==> src/rtl/corrected_mul_seq_pkg.sv <==
// Shared definitions for the sequential radix-4 tiled multiplier.
// Holds the controller state encoding and the width of one 2x2 tile product.
package corrected_mul_seq_pkg;

  localparam int TILE_W = 4;

  typedef enum logic [1:0] {
    IDLE = 2'd0,
    RUN  = 2'd1,
    DONE = 2'd2
  } state_t;

endpackage

==> src/rtl/corrected_mul_seq_tile.sv <==
// Combinational 2x2-bit multiplier tile: an exact product and a cheap raw approximation,
// with a flag raised whenever the two disagree.
module mul2x2_tile
  import corrected_mul_seq_pkg::*;
(
  input  logic [1:0]        a,
  input  logic [1:0]        b,
  input  logic              corr_en,
  output logic [TILE_W-1:0] p,
  output logic              mismatch
);

  logic [TILE_W-1:0] raw;
  logic [TILE_W-1:0] exact;

  always_comb begin
    // Raw tile keeps only the a[1]&b[1] term (weight 4) and a[0] at weight 2.
    raw      = {1'b0, a[1] & b[1], a[0], 1'b0};
    exact    = {2'b00, a} * {2'b00, b};
    mismatch = (raw != exact);
    p        = corr_en ? exact : raw;
  end

endmodule

==> src/rtl/corrected_mul_seq.sv <==
// Sequential unsigned multiplier: one 2x2 tile is reused for every radix-4 digit pair,
// accumulating shifted tile products and counting tiles where raw and exact differ.
module corrected_mul_seq
  import corrected_mul_seq_pkg::*;
#(
  parameter int WIDTH = 8
) (
  input  logic                                         clk,
  input  logic                                         rst_n,
  input  logic                                         in_valid,
  output logic                                         in_ready,
  input  logic [WIDTH-1:0]                             A,
  input  logic [WIDTH-1:0]                             B,
  input  logic                                         corr_en,
  output logic                                         out_valid,
  input  logic                                         out_ready,
  output logic [2*WIDTH-1:0]                           P,
  output logic [$clog2((WIDTH/2)*(WIDTH/2)+1)-1:0]     corr_hits
);

  localparam int N  = WIDTH / 2;
  localparam int CW = $clog2(N * N + 1);
  localparam int IW = (N > 1) ? $clog2(N) : 1;
  localparam logic [IW-1:0] LAST_IDX = IW'(N - 1);

  state_t             state_q, state_d;
  logic [WIDTH-1:0]   a_q, a_d;
  logic [WIDTH-1:0]   b_q, b_d;
  logic               corr_q, corr_d;
  logic [IW-1:0]      i_q, i_d;
  logic [IW-1:0]      j_q, j_d;
  logic [2*WIDTH-1:0] acc_q, acc_d;
  logic [CW-1:0]      hits_q, hits_d;

  logic [1:0]         a_dig;
  logic [1:0]         b_dig;
  logic [TILE_W-1:0]  tile_p;
  logic               tile_mis;
  logic [IW:0]        shift_digits;
  logic [2*WIDTH-1:0] tile_ext;
  logic [2*WIDTH-1:0] addend;

  always_comb begin
    a_dig        = a_q[{i_q, 1'b0} +: 2];
    b_dig        = b_q[{j_q, 1'b0} +: 2];
    shift_digits = {1'b0, i_q} + {1'b0, j_q};
    tile_ext     = '0;
    tile_ext[TILE_W-1:0] = tile_p;
    addend       = tile_ext << {shift_digits, 1'b0};
  end

  mul2x2_tile u_tile (
    .a        (a_dig),
    .b        (b_dig),
    .corr_en  (corr_q),
    .p        (tile_p),
    .mismatch (tile_mis)
  );

  always_comb begin
    state_d = state_q;
    a_d     = a_q;
    b_d     = b_q;
    corr_d  = corr_q;
    i_d     = i_q;
    j_d     = j_q;
    acc_d   = acc_q;
    hits_d  = hits_q;
    unique case (state_q)
      IDLE: begin
        if (in_valid) begin
          a_d     = A;
          b_d     = B;
          corr_d  = corr_en;
          acc_d   = '0;
          hits_d  = '0;
          i_d     = '0;
          j_d     = '0;
          state_d = RUN;
        end
      end
      RUN: begin
        acc_d = acc_q + addend;
        if (tile_mis) begin
          hits_d = hits_q + CW'(1);
        end
        // j is the inner digit index; the (LAST, LAST) tile ends the pass.
        if (j_q == LAST_IDX) begin
          j_d = '0;
          if (i_q == LAST_IDX) begin
            state_d = DONE;
          end else begin
            i_d = i_q + IW'(1);
          end
        end else begin
          j_d = j_q + IW'(1);
        end
      end
      DONE: begin
        if (out_ready) begin
          state_d = IDLE;
        end
      end
      default: state_d = IDLE;
    endcase
  end

  always_ff @(posedge clk or negedge rst_n) begin
    if (!rst_n) begin
      state_q <= IDLE;
      a_q     <= '0;
      b_q     <= '0;
      corr_q  <= 1'b0;
      i_q     <= '0;
      j_q     <= '0;
      acc_q   <= '0;
      hits_q  <= '0;
    end else begin
      state_q <= state_d;
      a_q     <= a_d;
      b_q     <= b_d;
      corr_q  <= corr_d;
      i_q     <= i_d;
      j_q     <= j_d;
      acc_q   <= acc_d;
      hits_q  <= hits_d;
    end
  end

  assign in_ready  = (state_q == IDLE);
  assign out_valid = (state_q == DONE);
  assign P         = acc_q;
  assign corr_hits = hits_q;

endmodule

==> config.mk <==
export PLATFORM = sky130hd
export DESIGN_NAME = corrected_mul_seq
export DESIGN_NICKNAME = d
export VERILOG_FILES = /design/src/rtl/corrected_mul_seq_pkg.sv /design/src/rtl/corrected_mul_seq_tile.sv /design/src/rtl/corrected_mul_seq.sv
export SDC_FILE = /design/constraint.sdc
export NUM_CORES = 1
export LEC_CHECK = 0
export ABC_AREA = 1
export CORE_MARGIN = 2
export CORE_UTILIZATION = 55
export CTS_CLUSTER_DIAMETER = 40
export DETAILED_ROUTE_END_ITERATION = 6
export PLACE_DENSITY_LB_ADDON = 0.25
export SLEW_MARGIN = 0
export SYNTH_ARGS = -nofsm -noshare
export SYNTH_HDL_FRONTEND = slang
export SYNTH_SLANG_ARGS = --single-unit
==> constraint.sdc <==
create_clock -name clk -period 3.95 [get_ports clk]
set_input_delay 0.79 -clock clk [delete_from_list [all_inputs] [get_ports clk]]
set_output_delay 0.79 -clock clk [all_outputs]
set_load 0.01 [all_outputs]
**Word-level counts from Yosys, hierarchy flattened**

Index checks and enable logic that the tools add are counted.

- Output and inout port bits: 23
- Input port bits: 21
- Word-level logic and storage cells: 53
- Register bits after elaboration: 44

- Add/sub/neg operators: 5
- Reductions and logical operators: 7
- Shift-type cells: 3
- Mux-type cells: 17
- Equal/unequal tests: 11
- Bitwise gates (word level): 1
- Multiply operators: 1

Operators by type and width:

| kind | number |
|---|---|
| $pmux 16 s2 | 1 |
| $add 16x16->16 | 1 |
| $mux 16 | 1 |
| $mux 2 | 8 |
| $shiftx 8x4->2 | 2 |
| $shl 4x4->16 | 1 |
| $mux 5 | 2 |
| $ne 2x2->1 const B | 5 |
| $pmux 5 s2 | 1 |
| $pmux 2 s2 | 2 |
| $reduce_and 4->1 | 2 |
| $eq 2x2->1 const B | 3 |
| $pmux 2 s3 | 1 |
| $add 5x1->5 const B | 1 |
| $add 2x1->2 const B | 2 |
| $mul 2x2->4 | 1 |
| $mux 4 | 1 |
| $ne 3x4->1 | 1 |
| $reduce_and 2->1 | 2 |
| $add 2x2->3 | 1 |
| $reduce_and 3->1 | 1 |
| $eq 2x1->1 const B | 1 |
| $logic_not 2->1 | 1 |
| $ne 2x1->1 const B | 1 |
| other kinds (2) | 2 |

**Depth between registers and ports, before layout**

Gate-level depths: netlist of run 1.

- Depth in word-level cells: 6
- Mapped depth: 25
- Depth with buffers taken out: 24

**Modules after synthesis**

Synthesis of run 1 repeated with hierarchy kept, for this count alone.

- Cell total of the unflattened synthesis: 472
- Area, all modules: 3173.0 sq um

Modules (own cells, without submodules):

| module | seq. area each (sq um) | cells each | area each (sq um) | times used |
|---|---|---|---|---|
| corrected_mul_seq | 1101.1 | 446 | 3044.2 | 1 |
| mul2x2_tile | 0.0 | 26 | 128.9 | 1 |

**Worst setup path before layout of run 1**

Ideal clock, no wire load.

- Kind: register -> register
- From: register j_q[0]
- To: register acc_q[9], in the netlist P[9]
- Buffers on the path: 1
- Clock period less this slack: 2.993 ns
- Path slack: 0.957 ns
- Library setup time: 0.118 ns
- Arrival: 2.875 ns
- Required time: 3.832 ns
- Stages on the path, launching flop included: 22
- Path through: dfrtp_1 -> buf_2 -> nand2_1 -> o21ai_0 -> nand2_1 -> nand2_1 -> and2_1 -> ha_1 -> ha_1 -> o21ai_0 -> nand2_1 -> nand3_1 -> nor2_1 -> ha_1 -> nand3_1 -> nand3_1 -> inv_1 -> o21bai_1 -> and2_1 -> o21ai_0 -> nand3_1 -> nand2_1

- Cells in the longest elaborated chain, start to end: 6
- Elaborated cells between the ends (all ways): 8
- Classes of those cells: add/sub: 2; mul: 1; shift: 2; mux: 2; bitwise: 1

Ends and longest elaborated chain:

| item | line | source |
|---|---|---|
| start, declared | corrected_mul_seq.sv:31 | `logic [IW-1:0] j_q, j_d;` |
| start signal, assigned | corrected_mul_seq.sv:124 | `j_q <= j_d;` |
| $shiftx 8x4->2 | corrected_mul_seq.sv:45 | `b_dig = b_q[{j_q, 1'b0} +: 2];` |
| $mul 2x2->4 or $and 1x1->1 (tied branches) | corrected_mul_seq_tile.sv:19, corrected_mul_seq_tile.sv:18 |  |
| $mux 4 | corrected_mul_seq_tile.sv:21 | `p = corr_en ? exact : raw;` |
| $shl 4x4->16 * | corrected_mul_seq.sv:49 | `addend = tile_ext << {shift_digits, 1'b0};` |
| $add 16x16->16 * | corrected_mul_seq.sv:83 | `acc_d = acc_q + addend;` |
| $pmux 16 s2 * | corrected_mul_seq.sv:69 | `unique case (state_q)` |
| end signal, assigned | corrected_mul_seq.sv:116 | `acc_q <= '0;` |
| end signal, assigned | corrected_mul_seq.sv:125 | `acc_q <= acc_d;` |
| end, declared | corrected_mul_seq.sv:32 | `logic [2*WIDTH-1:0] acc_q, acc_d;` |

Mark *: on every way between the ends. The rest lies on a longest branch, timed or not.
A chain may end at the register's enable or synchronous reset.

**Worst setup path in the final report of run 1**

- From: register i_q[0]
- To: register acc_q[9], in the netlist P[9]

- Cells in the longest elaborated chain, start to end: 6
- Elaborated cells between the ends (all ways): 8
- Classes of those cells: add/sub: 2; mul: 1; shift: 2; mux: 2; bitwise: 1

Ends and longest elaborated chain:

| item | line | source |
|---|---|---|
| start, declared | corrected_mul_seq.sv:30 | `logic [IW-1:0] i_q, i_d;` |
| start signal, assigned | corrected_mul_seq.sv:123 | `i_q <= i_d;` |
| $shiftx 8x4->2 | corrected_mul_seq.sv:44 | `a_dig = a_q[{i_q, 1'b0} +: 2];` |
| $mul 2x2->4 or $and 1x1->1 (tied branches) | corrected_mul_seq_tile.sv:19, corrected_mul_seq_tile.sv:18 |  |
| $mux 4 | corrected_mul_seq_tile.sv:21 |  |
| $shl 4x4->16 * | corrected_mul_seq.sv:49 |  |
| $add 16x16->16 * | corrected_mul_seq.sv:83 |  |
| $pmux 16 s2 * | corrected_mul_seq.sv:69 |  |

Marks and branches as above.

==> results of run 1 <==
-- power groups by stage --
stage | clock network (mW) | logic (mW) | registers [mW]
detailed placement | 0 | 2.16 | 0.833
CTS | 0.290 | 2.16 | 0.825
finish | 0.283 | 2.17 | 0.827
global route | 0.310 | 2.49 | 0.856
floorplan | 0 | 1.56 | 0.822
global placement | 0 | 2.09 | 0.827
-- worst max-delay path, stage by stage (launching register included) --
cell      delay (ns)
dfrtp_1         0.44
inv_2           0.14
nand2_1         0.07
o211ai_1        0.07
nand2_1         0.11
and2_1          0.15
ha_1            0.18
ha_1            0.31
o21ai_0         0.24
nand2_1         0.11
nand3_1         0.12
nor2_1          0.07
ha_1            0.37
nand3_1         0.09
nand3_1         0.12
inv_1           0.07
o21bai_1        0.29
and2_1          0.21
o21ai_0         0.08
nand3_1         0.08
nand2_1         0.05
-- logic make-up (layout without fill, tap and decap cells) --
family	count (synthesis)	after routing	share of synthesized area (%)
fa+ha+maj	23	23	10.00
xor+xnor	5	5	1.447
flops	44	44	36.38
simple gates	229	229	31.83
buf+inv	54	98	6.903
compound gates	72	72	13.44
-- layer usage --
metal  track usage (%)  vias to the layer above  wire length (µm)
li1                  -                     1479                 -
met2             42.33                       55              3268
met5                 0                        -                 0
met1             30.92                     1284              3086
met4             8.772                        0               125
met3             3.908                       15               263
-- stage by stage --
step,setup slack (ns),util [%],cells,area [µm²]
4_1_cts,0.5069,66.50,543,3595
3_3_place_gp,0.5788,64.93,535,3510
6_report,0.4574,66.50,543,3595
2_1_floorplan,0.9572,-,427,3027
3_5_place_dp,0.5309,64.93,535,3510
5_1_grt,0.01382,66.50,543,3595
-- state kept, by name, indices dropped and copies added (netlist names) --
| register | count |
|---|---|
| a_q | 8 |
| P | 16 |
| corr_q | 1 |
| j_q | 2 |
| corr_hits | 5 |
| b_q | 8 |
| state_q | 2 |
| i_q | 2 |
-- layout make-up --
type | count | share of cell area [%]
clock buffers | 7 | 2.123
clock inverters | 1 | 0.2436
inverters | 47 | 4.908
multi-input cells | 329 | 47.76
flip-flops and latches | 44 | 30.63
well taps | 72 | 2.506
repair buffers | 43 | 11.83
-- worst max-delay path by stage --
| stage | from | to | slack, ns | cells past startpoint |
|---|---|---|---|---|
| 6_report | i_q[0] | P[9] | 0.46 | 20 |
| 5_1_grt | i_q[0] | P[9] | 0.01 | 21 |
| 4_1_cts | i_q[0] | P[9] | 0.51 | 20 |
| 3_5_place_dp | i_q[0] | P[9] | 0.53 | 20 |
| 3_3_place_gp | j_q[0] | P[9] | 0.58 | 19 |
| 2_1_floorplan | j_q[0] | P[9] | 0.96 | 21 |
-- cells in the final DEF, fill, tap and decap left out --
cell and n:
o21a_1 1, ha_1 21, nand4_1 4, dfrtp_1 44, nand3_1 34, o22ai_1 2
and2_1 2, o211ai_1 2, nand2_1 145, xor2_1 4, clkbuf_1 2, buf_2 1
nand2_2 1, o21bai_1 2, nor2_8 1, a32o_1 2, o21ai_0 30, or2_4 1
a22o_1 1, or2_2 2, fa_1 2, clkdlybuf4s50_1 42, nor2_1 36, inv_1 41
o31ai_1 1, xnor2_1 1, o21ai_2 2, nor2_4 2, a21o_1 3, clkinv_4 1
inv_2 6, o21ai_1 4, nor4_1 1, clkbuf_8 5, a21oi_1 22
==> impl_metrics.env, run 1 <==
export IMPL_rrSetupSlack_ns=0.46
export IMPL_grt_pass1_wl_mm=12.00
export IMPL_yosysMostFrequentCell="nand2_1"
export IMPL_pwr_share_clk_pct=8.6
export IMPL_cts_tree="done"
export IMPL_cts_sinks=44
export IMPL_setup_tns_ns=0
export IMPL_comb_power_share_pct=66.2
export IMPL_synth_top_area_share_pct=36.38
export IMPL_p_per_area_nw_per_um2=912.8
export IMPL_wire_per_inst_um=12.42
export IMPL_period_minus_slack_ns=3.493
export IMPL_synth_area_leader_cell="dfrtp_1"
export IMPL_die_width_um=78.18
export IMPL_power_internal_mw=1.591
export IMPL_timing_rr_start="i_q[0]"
export IMPL_cts_resized=0
export IMPL_drive_gt1_share_pct=4.671
export IMPL_total_power_mw=3.281
export IMPL_yosys_most_used_dff="dfrtp_1"
export IMPL_r2r_cells=20
export IMPL_cp_data_arrival_time_ns=3.69
export IMPL_wl_mm=6.743
export IMPL_yosysWarnings=0
export IMPL_synth_seq_area_share_pct=36.38
export IMPL_r2r_end="P[9]"
export IMPL_ys_ff_latch=44
export IMPL_min_from="b_q[7]"
export IMPL_synth_area_leaders="dfrtp_1 (36%), nand2_1 (18%), ha_1 (8.7%)"
export IMPL_fill_cells=485
export IMPL_clk_latency_ns=0.30
export IMPL_rsz0062_at_grt="false"
export IMPL_slew_limit_headroom_pct=36.40
export IMPL_max_freq_mhz=286.3
export IMPL_grt_remaining_overflow=0
export IMPL_ctsRootBufferMaster="clkbuf_8"
export IMPL_grt_antenna_before_repair=0
export IMPL_cellLeakagePower_nw=1.821
export IMPL_cap_violations=0
export IMPL_critical_path_startpoint_type="register"
export IMPL_hold_ws_ns=0.4744
export IMPL_insertedDiodeCount=0
export IMPL_vias=2833
export IMPL_drtIter0Drc=82
export IMPL_crit_path_end_kind="register"
export IMPL_synth_edf_count=0
export IMPL_holdPathEnd="b_q[7]"
export IMPL_pwr_share_seq_pct=25.2
export IMPL_fin_crit_sh_pct=88.42
export IMPL_io_pins=44
export IMPL_cp_required_ns=4.15
export IMPL_syn_instance_count=427
export IMPL_die_height_um=78.18
export IMPL_dp_hpwl_mm=5.187
export IMPL_tightest_slew_ns=0.9540
export IMPL_p_sw_mw=1.690
export IMPL_synthTopCellsByCount="nand2_1 (145), dfrtp_1 (44), inv_1 (41)"
export IMPL_syn_avg_cell_area_um2=7.088
export IMPL_clkTransAtPathRegs_ns=0.09
export IMPL_via_per_inst=5.217
export IMPL_core_area_um2=5405
export IMPL_finClkSkew_ns=0.005601
export IMPL_rows=27
export IMPL_gr_usage_all_layers_pct=24.43
export IMPL_synth_nets=471
export IMPL_cts_max_path_buffers=2
export IMPL_area_growth_pct=18.77
export IMPL_vdd_drop_max_v=0.0004114
export IMPL_synthDistinctLibCells=33
export IMPL_die_area_um2=6112
export IMPL_swShare_pct=51.51
export IMPL_htree_levels=2
export IMPL_async_flop_share_pct=100.0
export IMPL_drcViolationCount=0
export IMPL_cts_buffers=5
export IMPL_io_buffer_count=43
export IMPL_grt_pass1_vias=2748
export IMPL_fin_nets=514
export IMPL_cts_setup_buffers=0
export IMPL_grt_max_degree=45
export IMPL_outcome="finished, final reports clean"
export IMPL_regArea_um2=1101
export IMPL_drt_pass1_iterations=4
export IMPL_multiInputGateArea_um2=1717
export IMPL_finalMaxSlewViolations=0
export IMPL_hold_buffers=0
export IMPL_routabilityCongestion=0.9748
export IMPL_setup_viol=0
export IMPL_start_util_pct=56.00
export IMPL_hold_violations=0
export IMPL_critPathKind="register to register"
export IMPL_syn_cell_area_um2=3027
export IMPL_whs_path_depth=2
export IMPL_hold_path_class="register to register"
export IMPL_path_max_fanout=8
export IMPL_ant_nets=0
Power figures use the tool's default switching activity.
==> run 2: changes to the inputs <==
--- a/config.mk
+++ b/config.mk
@@ -8,3 +8,2 @@
 export ABC_AREA = 1
-export CORE_MARGIN = 2
 export CORE_UTILIZATION = 55
--- a/constraint.sdc
+++ b/constraint.sdc
@@ -3,2 +3,2 @@
 set_output_delay 0.79 -clock clk [all_outputs]
-set_load 0.01 [all_outputs]
+set_load 0.05 [all_outputs]
==> impl_metrics.env, run 2 (synthesis results as in run 1) <==
export IMPL_grt_pass1_wl_mm=11.76
export IMPL_outcome="finished, final reports clean"
export IMPL_multiInputGateArea_um2=1717
export IMPL_regArea_um2=1101
export IMPL_grt_max_degree=45
export IMPL_grt_pass1_vias=2643
export IMPL_drcViolationCount=0
export IMPL_clk_latency_ns=0.30
export IMPL_cp_data_arrival_time_ns=3.68
export IMPL_slew_limit_headroom_pct=36.17
export IMPL_crit_path_end_kind="register"
export IMPL_cts_setup_buffers=0
export IMPL_setup_tns_ns=0
export IMPL_cts_buffers=5
export IMPL_cap_violations=0
export IMPL_rrSetupSlack_ns=0.51
export IMPL_timing_rr_start="i_q[0]"
export IMPL_fin_crit_sh_pct=87.11
export IMPL_rows=26
export IMPL_slowest_stage="dfrtp_1"
export IMPL_cp_required_ns=4.19
export IMPL_tightest_slew_ns=0.9574
export IMPL_pre_cts_ws_ns=0.5829
export IMPL_drt_pass1_iterations=5
export IMPL_max_freq_mhz=290.6
export IMPL_via_per_inst=5.342
export IMPL_r2r_cells=21
export IMPL_die_width_um=76.18
export IMPL_routabilityCongestion=0.9418
export IMPL_hold_violations=0
export IMPL_setup_viol=0
export IMPL_path_delay_family="simple AND/OR/NAND/NOR gates"
export IMPL_finalMaxSlewViolations=0
export IMPL_dp_cells=533
export IMPL_cts_resized=0
export IMPL_die_area_um2=5803
export IMPL_drive_gt1_share_pct=5.096
export IMPL_setup_slack_ns=0.5091
export IMPL_insertedDiodeCount=0
export IMPL_ant_nets=0
export IMPL_final_cell_mix="nand2_1 (145), dfrtp_1 (44), clkdlybuf4s50_1 (42)"
export IMPL_period_minus_slack_ns=3.441
export IMPL_clkTransAtPathRegs_ns=0.09
export IMPL_ctsRootBufferMaster="clkbuf_8"
export IMPL_gr_usage_all_layers_pct=24.79
export IMPL_mostFrequentLayoutCell="nand2_1"
export IMPL_worstPathCellList="inv_2 > nand2_1 > o211ai_1 > nand2_1 > and2_1 > ha_1 > ha_1 > o21ai_0 > nand2_1 > nand3_1 > nor2_1 > ha_1 > nand3_1 > nand3_1 > inv_1 > o21bai_1 > and2_1 > nor2_1 > nand2_1 > nand3_1 > nand2_1"
export IMPL_die_height_um=76.18
export IMPL_area_growth_pct=19.10
export IMPL_worst_path_most_repeated_cell="nand2_1"
export IMPL_start_util_pct=58.15
export IMPL_min_from="a_q[0]"
export IMPL_dp_hpwl_mm=5.081
export IMPL_r2r_end="P[9]"
export IMPL_drtIter0Drc=206
export IMPL_io_pins=44
export IMPL_rsz0062_at_grt="false"
export IMPL_largest_reg_flops=16
export IMPL_io_buffer_count=43
export IMPL_cts_tree="done"
export IMPL_critPathMaxStageDelay_ns=0.45
export IMPL_wl_mm=6.756
export IMPL_wire_per_inst_um=12.49
export IMPL_htree_levels=2
export IMPL_fin_nets=514
export IMPL_hold_buffers=0
export IMPL_grt_antenna_before_repair=0
export IMPL_core_area_um2=5205
export IMPL_instances_no_fill=541
export IMPL_cts_max_path_buffers=2
export IMPL_path_buf_inv=2
export IMPL_path_max_fanout=8
export IMPL_cts_sinks=44
export IMPL_grt_remaining_overflow=0
export IMPL_whs_path_depth=2
export IMPL_critPathKind="register to register"
export IMPL_vias=2890
export IMPL_finClkSkew_ns=0.008342
export IMPL_fill_cells=446
export IMPL_hold_path_class="register to register"
export IMPL_holdPathEnd="a_q[0]"
export IMPL_critical_path_startpoint_type="register"
==> run 2: cell count changes in the layout (fill, tap and decap cells not counted) <==
| cell | change |
|---|---|
| clkbuf_8 | +1 |
| clkinvlp_4 | +2 |
| clkbuf_1 | -2 |
| clkinv_4 | -1 |
==> run 2: per-stage QoR <==
step / util, % / cell area, µm² / hold WS [ns]
2_1_floorplan: - / 3027 / 0.4422
3_3_place_gp: 67.38 / 3507 / 0.4669
3_5_place_dp: 67.38 / 3507 / 0.4700
4_1_cts: 69.25 / 3605 / 0.4820
5_1_grt: 69.25 / 3605 / 0.5142
6_report: 69.25 / 3605 / 0.4803
==> run 2: area by class of cell <==
class | count | area share (%)
clock buffer | 6 | 2.291
clock inverter | 2 | 0.4165
inverter | 47 | 4.894
multi-input combinational | 329 | 47.62
sequential | 44 | 30.55
tap | 70 | 2.430
timing repair buffer | 43 | 11.80
==> run 2: metal layers <==
layer	routed length (µm)	track usage (%)	part of all wire, %	vias up
met5	0	0	0	-
met4	74	6.346	1.1	0
met3	419	3.234	6.2	8
met2	3001	40.27	44	108
met1	3260	35.09	48	1296
li1	-	-	-	1478
==> run 2: worst min-delay path: cells and delay by family, from the launching register on <==
family	cells	cell delay (ns)
flops	1	0.36
simple gates	2	0.09
==> run 2: how the worst max path moves through the flow <==
stage,start,endpoint,slack (ns),depth (start not counted)
2_1_floorplan,j_q[0],P[9],0.96,21
4_1_cts,j_q[0],P[9],0.56,21
3_3_place_gp,j_q[0],P[9],0.65,19
3_5_place_dp,j_q[0],P[9],0.58,20
5_1_grt,j_q[0],P[13],0.09,20
6_report,i_q[0],P[9],0.51,21
Power of run 2 is left out: the tool's default activity adds up to more than one toggle a clock period on the data nets, which glitch-free logic cannot reach.
